[config.mk]
export PLATFORM = sky130hd
export DESIGN_NAME = seq_arith_8b_accum_window
export DESIGN_NICKNAME = d
export VERILOG_FILES = /design/src/rtl/seq_arith_8b_accum_window.sv
export SDC_FILE = /design/constraint.sdc
export NUM_CORES = 1
export LEC_CHECK = 0
export ABC_AREA = 1
export CAP_MARGIN = 15
export CORE_MARGIN = 2
export CORE_UTILIZATION = 41
export CTS_CLUSTER_DIAMETER = 80
export DETAILED_ROUTE_END_ITERATION = 10
export PLACE_DENSITY_LB_ADDON = 0.05
export SKIP_LAST_GASP = 1
export SYNTH_ARGS = -nofsm -noshare
export SYNTH_HDL_FRONTEND = slang
export SYNTH_SLANG_ARGS = --single-unit
[constraint.sdc]
create_clock -name clk -period 6.1 [get_ports clk]
set_input_delay 1.525 -clock clk [delete_from_list [all_inputs] [get_ports clk]]
set_output_delay 1.525 -clock clk [all_outputs]
set_load 0.02 [all_outputs]
[src/rtl/seq_arith_8b_accum_window.sv]
// rtl/seq_arith_8b_accum_window.sv - windowed increment sum and wrap count behind an accumulator, 2-entry result FIFO
module seq_arith_8b_accum_window #(
    parameter int WIN = 4,
    parameter int SW  = 16
) (
    input  logic          clk,
    input  logic          reset,
    input  logic          in_val,
    input  logic [7:0]    in_,
    output logic          out_val,
    input  logic          out_rdy,
    output logic [SW-1:0] out_sum,
    output logic [7:0]    out_wraps,
    output logic          drop
);

    // Index of the sample that closes a window (count runs 0..WIN-1).
    localparam logic [7:0] LAST_IDX = 8'(WIN - 1);

    // Window accumulation state.
    logic [7:0]    prev_q,  prev_d;
    logic [7:0]    count_q, count_d;
    logic [SW-1:0] sum_q,   sum_d;
    logic [7:0]    wraps_q, wraps_d;

    // Result FIFO: slot0 is the head and drives the outputs directly.
    logic          val0_q,        val0_d;
    logic          val1_q,        val1_d;
    logic [SW-1:0] slot0_sum_q,   slot0_sum_d;
    logic [SW-1:0] slot1_sum_q,   slot1_sum_d;
    logic [7:0]    slot0_wraps_q, slot0_wraps_d;
    logic [7:0]    slot1_wraps_q, slot1_wraps_d;
    logic          drop_q,        drop_d;

    // Per-sample decode.
    logic [7:0]    delta;
    logic          wrap;
    logic [SW-1:0] sum_next;
    logic [7:0]    wraps_next;
    logic          close;
    logic          push;
    logic          pop;

    // Recover the increment as a mod-256 difference; a smaller new value means the accumulator wrapped.
    always_comb begin
        delta      = in_ - prev_q;
        wrap       = (in_ < prev_q);
        sum_next   = sum_q + SW'(delta);
        wraps_next = (wrap && (wraps_q != 8'hFF)) ? wraps_q + 8'd1 : wraps_q;
        close      = in_val && (count_q == LAST_IDX);
        push       = close;
        pop        = val0_q && out_rdy;
    end

    // Window counters: advance on each valid sample, clear on the closing one; prev always tracks the input.
    always_comb begin
        prev_d  = prev_q;
        count_d = count_q;
        sum_d   = sum_q;
        wraps_d = wraps_q;
        if (in_val) begin
            prev_d = in_;
            if (close) begin
                count_d = '0;
                sum_d   = '0;
                wraps_d = '0;
            end else begin
                count_d = count_q + 8'd1;
                sum_d   = sum_next;
                wraps_d = wraps_next;
            end
        end
    end

    // FIFO update: pop is applied before push so a full FIFO being drained can still accept a result.
    always_comb begin
        val0_d        = val0_q;
        val1_d        = val1_q;
        slot0_sum_d   = slot0_sum_q;
        slot1_sum_d   = slot1_sum_q;
        slot0_wraps_d = slot0_wraps_q;
        slot1_wraps_d = slot1_wraps_q;
        drop_d        = drop_q;
        case ({val1_q, val0_q})
            2'b00: begin
                if (push) begin
                    val0_d        = 1'b1;
                    slot0_sum_d   = sum_next;
                    slot0_wraps_d = wraps_next;
                end
            end
            2'b01: begin
                if (pop && push) begin
                    slot0_sum_d   = sum_next;
                    slot0_wraps_d = wraps_next;
                end else if (pop) begin
                    val0_d        = 1'b0;
                    slot0_sum_d   = '0;
                    slot0_wraps_d = '0;
                end else if (push) begin
                    val1_d        = 1'b1;
                    slot1_sum_d   = sum_next;
                    slot1_wraps_d = wraps_next;
                end
            end
            2'b11: begin
                if (pop) begin
                    slot0_sum_d   = slot1_sum_q;
                    slot0_wraps_d = slot1_wraps_q;
                    if (push) begin
                        slot1_sum_d   = sum_next;
                        slot1_wraps_d = wraps_next;
                    end else begin
                        val1_d        = 1'b0;
                        slot1_sum_d   = '0;
                        slot1_wraps_d = '0;
                    end
                end else if (push) begin
                    drop_d = 1'b1;
                end
            end
            default: begin
                // Slot1 valid without slot0 cannot arise; fall back to empty.
                val0_d        = 1'b0;
                val1_d        = 1'b0;
                slot0_sum_d   = '0;
                slot1_sum_d   = '0;
                slot0_wraps_d = '0;
                slot1_wraps_d = '0;
            end
        endcase
    end

    // State registers; reset discards any partial window and all buffered results.
    always_ff @(posedge clk or posedge reset) begin
        if (reset) begin
            prev_q        <= '0;
            count_q       <= '0;
            sum_q         <= '0;
            wraps_q       <= '0;
            val0_q        <= 1'b0;
            val1_q        <= 1'b0;
            slot0_sum_q   <= '0;
            slot1_sum_q   <= '0;
            slot0_wraps_q <= '0;
            slot1_wraps_q <= '0;
            drop_q        <= 1'b0;
        end else begin
            prev_q        <= prev_d;
            count_q       <= count_d;
            sum_q         <= sum_d;
            wraps_q       <= wraps_d;
            val0_q        <= val0_d;
            val1_q        <= val1_d;
            slot0_sum_q   <= slot0_sum_d;
            slot1_sum_q   <= slot1_sum_d;
            slot0_wraps_q <= slot0_wraps_d;
            slot1_wraps_q <= slot1_wraps_d;
            drop_q        <= drop_d;
        end
    end

    assign out_val   = val0_q;
    assign out_sum   = slot0_sum_q;
    assign out_wraps = slot0_wraps_q;
    assign drop      = drop_q;

endmodule

==> results.tsv <==
metric	value	unit
Die Ht	115	um
Cell Chain, Critical Path	clkdlybuf4s50_1, inv_1, ha_1, fa_1, o211ai_1, a31oi_1, xnor2_1, ha_1, nand2_1, inv_1, a21oi_1, nand2_1, nor2_1, nand3b_1, nand2_1, nand2_1, nand2_1	
CTS tree	built	
outcome	completed	
CTS resizes	0	
Area contributors post-synth	dfrtp_1 45%, nand2_1 18%, inv_1 6.1%, nand3_1 5.6%, o21ai_0 4.7%	
post-DR vias/cell	5.02	
max incr delay on CP	450	ps
WP data required	6330	ps
Worst R2R Setup Slack	2880	ps
Yosys reg bits	91	
Final period util	74.1	%
initial core utilization	41.8	%
Post-CTS Hold Fix Bufs	0	
first-pass GRT wire length	20300	um
IO Port Bufs	37	
crit path buf inv count	3	
P&R area growth vs syn	15.9	%
worst r2r src	prev_q[2]	
maxcap violations	0	
ANT nets after route	0	
Total Die Area	13200	um2
vias after detailed routing	4260	
WP data arrival	4750	ps
Worst setup SP type	input port	
antenna violations before repair	0	
critical path fanouts, max	8	
Syn Nets	696	
Yosys top cell area share	45.3	%
Synth Area per Inst	7.57	um2
Yosys cell types	35	
DRT iter0 DRCs	205	
Final nets	729	
residual DRC count	0	
Initial DRT Pass Iterations	4	
register area share after synthesis	45.3	%
Setup crit start	in_[0]	
Max IR drop VDD	0.181	mV
Worst Reg-to-Reg Cells	18	
Slew HR	38.0	%
DP HPWL	8280	um
crit end category	flop	
fraction of registers with async set/reset	100	%
synthesized netlist cell count	664	
top cells by count, synth	247 x nand2_1, 91 x dfrtp_1, 81 x inv_1	
I/O Pins	38	
Slew Limit Fails	0	
clk root buf	clkbuf_16	
grt total ovfl	0	
Mapped Area	5020	um2
Post-Route WL	11900	um
# setup viols final	0	
worst skew pair latency	350	ps
Warnings, synthesis	0	
slowest stage cell, crit path	clkdlybuf4s50_1	
post-route clock skew	7.24	ps
Core ar.	12000	um2
vias in the first global route	4070	
largest net degree at the start of global routing	53	
Cell Rows	40	
most common flop cell mapped by yosys	dfrtp_1	
number of synthesized flops with an enable pin	0	
Worst Hold Margin	473	ps
Worst Setup EP	out_sum[8]	
Critical Path Most Common Cell	nand2_1	
count of final hold-check violations	0	
layout cells sized above 1	4.71	%
WL/cell	14.0	um
RSZ-0062 raised after global routing	no	
GPL Wtd Cong	0.841	
worst slew pin tran	930	ps
total track usage	19.8	%
pwr dens	402	nW/um2
worst reg2reg path endpoint	out_sum[8]	
most numerous cell in the Yosys netlist	nand2_1	
clk sinks	91	
htree depth	3	
Hold Path Class	reg -> reg	
Fill cells	1190	
Synth area leader	dfrtp_1	
Lkg Pwr	3.00	nW
post-CTS setup buffers	0	
Period minus WS final	4520	ps
Max Clock Freq	221	MHz
Max clock buf depth	2	
kind of critical path	in -> reg	
setup_tns	0	ps
CTS Buf Count	9	
Antenna Cells	0	
delay-heaviest family, CP	adder cells	
clock transition at the registers of the reported paths	60	ps
die width	115	um
Worst path depth	17	
## cells in the final DEF, fill, tap and decap left out, types with 2 or more instances in the layout
| cell type | n |
|---|---|
| a21oi_4 | 2 |
| a22oi_1 | 3 |
| buf_4 | 3 |
| ha_1 | 18 |
| inv_1 | 80 |
| o21ai_1 | 8 |
| and2_1 | 3 |
| clkbuf_8 | 3 |
| o22ai_1 | 7 |
| or2_2 | 2 |
| inv_2 | 4 |
| a21oi_1 | 6 |
| nand3_1 | 56 |
| nand3b_1 | 5 |
| o21ai_0 | 47 |
| dfrtp_1 | 91 |
| nand4_1 | 3 |
| xnor2_1 | 7 |
| xor2_1 | 8 |
| nor3_1 | 3 |
| o211ai_1 | 2 |
| clkdlybuf4s50_1 | 37 |
| nor2_1 | 29 |
| nand2_1 | 247 |
| fa_1 | 2 |
| nand2_2 | 2 |
| o21bai_1 | 2 |
| clkbuf_16 | 9 |
## worst min-delay path by stage
stage / from / endpoint / slack, ps / cells past startpoint
3_3_place_gp: out_sum[9] / out_sum[9] / 460 / 2
4_1_cts: count_q[7] / count_q[7] / 480 / 1
3_5_place_dp: out_sum[5] / out_sum[5] / 460 / 2
2_1_floorplan: count_q[7] / count_q[7] / 440 / 1
6_report: drop / drop / 470 / 1
5_1_grt: drop / drop / 500 / 1
## where the power goes
part	switching, mW	total, mW	internal, mW
sequential	0.0909	0.826	0.735
combinational	0.572	0.934	0.362
clock	0.234	0.583	0.350
## logic make-up after synthesis
kind of cell               count (synthesis)  synth area share, %
AOI/OAI and AO/OA                         80                 9.09
xor gates and xnor gates                  15                 2.61
adders and majority gates                 20                 5.28
buffers and inverters                    103                 8.19
DFF                                       91                 45.3
and+or+nand+nor                          355                 29.5
## sequential cells by signal, summed over array words and instances (netlist names)
| register | flops |
|---|---|
| count_q | 8 |
| slot1_wraps_q | 8 |
| out_sum | 16 |
| wraps_q | 8 |
| sum_q | 16 |
| prev_q | 8 |
| drop | 1 |
| slot1_sum_q | 16 |
| out_wraps | 8 |
| val1_q | 1 |
| out_val | 1 |
## cell type report
type	count	area, um2	area share, %
flip-flops and latches	91	2280	39.1
repair buffers	40	393	6.75
multi-input cells	470	2340	40.1
clock inverters	3	46.3	0.795
inverters	85	320	5.50
well taps	147	184	3.16
clock buffers	12	267	4.58
## per-layer routing
layer  global-route usage (%)  vias up  share of wire (%)
li1                         -     2171                  -
met1                     29.2     1997                 51
met2                     29.1       74                 43
met3                     3.28       18                3.8
met4                     7.79        0                2.2
met5                        0        -                  0
## through the flow
stage               setup slack [ps]  std cells  utilization, %  power [mW]  cell area (um2)
floorplan                       2140        664               -        1.48             5020
global placement                1280        833            45.9        1.75             5510
detailed placement              1240        833            45.9        1.77             5510
CTS                             1600        848            48.5        2.36             5820
global route                    1320        848            48.5        2.54             5820
finish                          1580        848            48.5        2.34             5820
No activity file was read; power rests on OpenSTA's default activity.
==> edit, RTL diff (config.mk and constraints unchanged) <==
Set the parameter `SW` to 17 (it was 16).
--- a/src/rtl/seq_arith_8b_accum_window.sv
+++ b/src/rtl/seq_arith_8b_accum_window.sv
@@ -3,3 +3,3 @@
     parameter int WIN = 4,
-    parameter int SW  = 16
+    parameter int SW  = 17
 ) (
Interface: changed (resized out_sum); port bits go from 38 to 39. The function was not compared with the original's and may differ.
==> edit against the original RTL <==
- power grew 3.3%
- critical path depth grew 1
- sequential cell count grew 3
- final area grew 4.3%
- routed wire length grew 8.1%
- worst setup slack gained 0.15 ns
- worst hold slack lost 0.0090 ns
- synthesized area grew 4.1%
- fmax grew 3.5%
- largest cell class unchanged
- highest routed layer unchanged
==> edit: results (changes against the original RTL) <==
slowest_stage: "fa_1"  # was clkdlybuf4s50_1
n_all_buffers: 44  # was 40
r2r-end: "out_sum[7]$_DFFE_PP0P_"  # was out_sum[8]$_DFFE_PP0P_
wire_per_inst_um: 14.3  # was 14.0 µm
slowest_delay_ns: 0.40  # was 0.45 ns
synth_nets: 714  # was 696
dp_slack_ns: 1.39  # was 1.24 ns
met1_usage_pct: 29.5  # was 29.2%
post-place-cells: 877  # was 833
p_comb_mw: 0.976  # was 0.934 mW
finalHoldWorstSlack_ns: 0.464  # was 0.473 ns
power.switching_mw: 0.954  # was 0.897 mW
grt_max_degree: 58  # was 53
synth_cell_types: 39  # was 35
portBuffers: 38  # was 37
tightest_slew_ns: 0.820  # was 0.930 ns
wl_met3_um: 551  # was 445 µm
multi_input_area_share_pct: 40.3  # was 40.1%
rr_worst_depth: 16  # was 18
outcome: "finished, final reports clean"  # unchanged
drt_iter0_drc: 310  # was 205
clock_skew_ns: 0.00885  # was 0.00724 ns
synth.area.top_cells: "dfrtp_1 (45%), nand2_1 (18%), nand3_1 (5.9%)"  # was dfrtp_1 (45%), nand2_1 (18%), inv_1 (6.1%)
synthCells: 681  # was 664
dpl_cell_area_mm2: 0.00575  # was 0.00551 mm²
grt_use_met3_pct: 4.22  # was 3.28%
firstDrtPassIters: 6  # was 4
ys_seq_area_share_pct: 45.0  # was 45.3%
signal_buffer_area_fraction_pct: 7.21  # was 6.75%
drive_gt1_share_pct: 5.26  # was 4.71%
grt_pass1_vias: 4341  # was 4,070
syn_to_final_growth_pct: 16.1  # was 15.9%
holdPathEnd: "count_q[7]$_DFFE_PP0P_"  # was drop$_DFFE_PP0P_
dp_hpwl_um: 8850  # was 8280 µm
path_max_fanout: 3  # was 8
grt_use_total_pct: 20.7  # was 19.8%
met2_usage_pct: 31.2  # was 29.1%
power_leader: "combinational logic"  # unchanged
seqAreaFraction_pct: 38.7  # was 39.1%
cp.arrival_ns: 4.61  # was 4.75 ns
clock_area_share_pct: 4.96  # was 5.37%
met2_length_um: 5550  # was 5060 µm
met1Wirelength_um: 6470  # was 6080 µm
powerSeq_mw: 0.863  # was 0.826 mW
vias_per_cell: 4.96  # was 5.02
flops_and_latches: 94  # was 91
==> edit: changes by cell type after synthesis, moves of 6 or more <==
cell	before	now
o21ai_0	47	37
xor2_1	8	14
a21oi_1	6	12
o22ai_1	7	13
nand3_1	56	62
==> edit: worst max-delay path by stage <==
stage / to / slack [ns]
floorplan: count_q[0]$_DFFE_PP0P_ / 2.13
global placement: out_sum[7]$_DFFE_PP0P_ / 1.45
detailed placement: out_sum[7]$_DFFE_PP0P_ / 1.39
CTS: out_sum[7]$_DFFE_PP0P_ / 1.77
global route: out_sum[7]$_DFFE_PP0P_ / 1.54
finish: out_sum[7]$_DFFE_PP0P_ / 1.74
==> edit: logic make-up (layout without fill, tap and decap cells) <==
logic type               count (synthesis)  count (layout)  synth area share, %
buffers and inverters                  104             145                 8.25
AO/OA/AOI/OAI                           83              83                 9.21
flip-flops                              94              94                 45.0
AND/OR/NAND/NOR                        361             361                 29.2
XOR/XNOR                                18              18                 3.01
adder cells (fa/ha/maj)                 21              21                 5.31
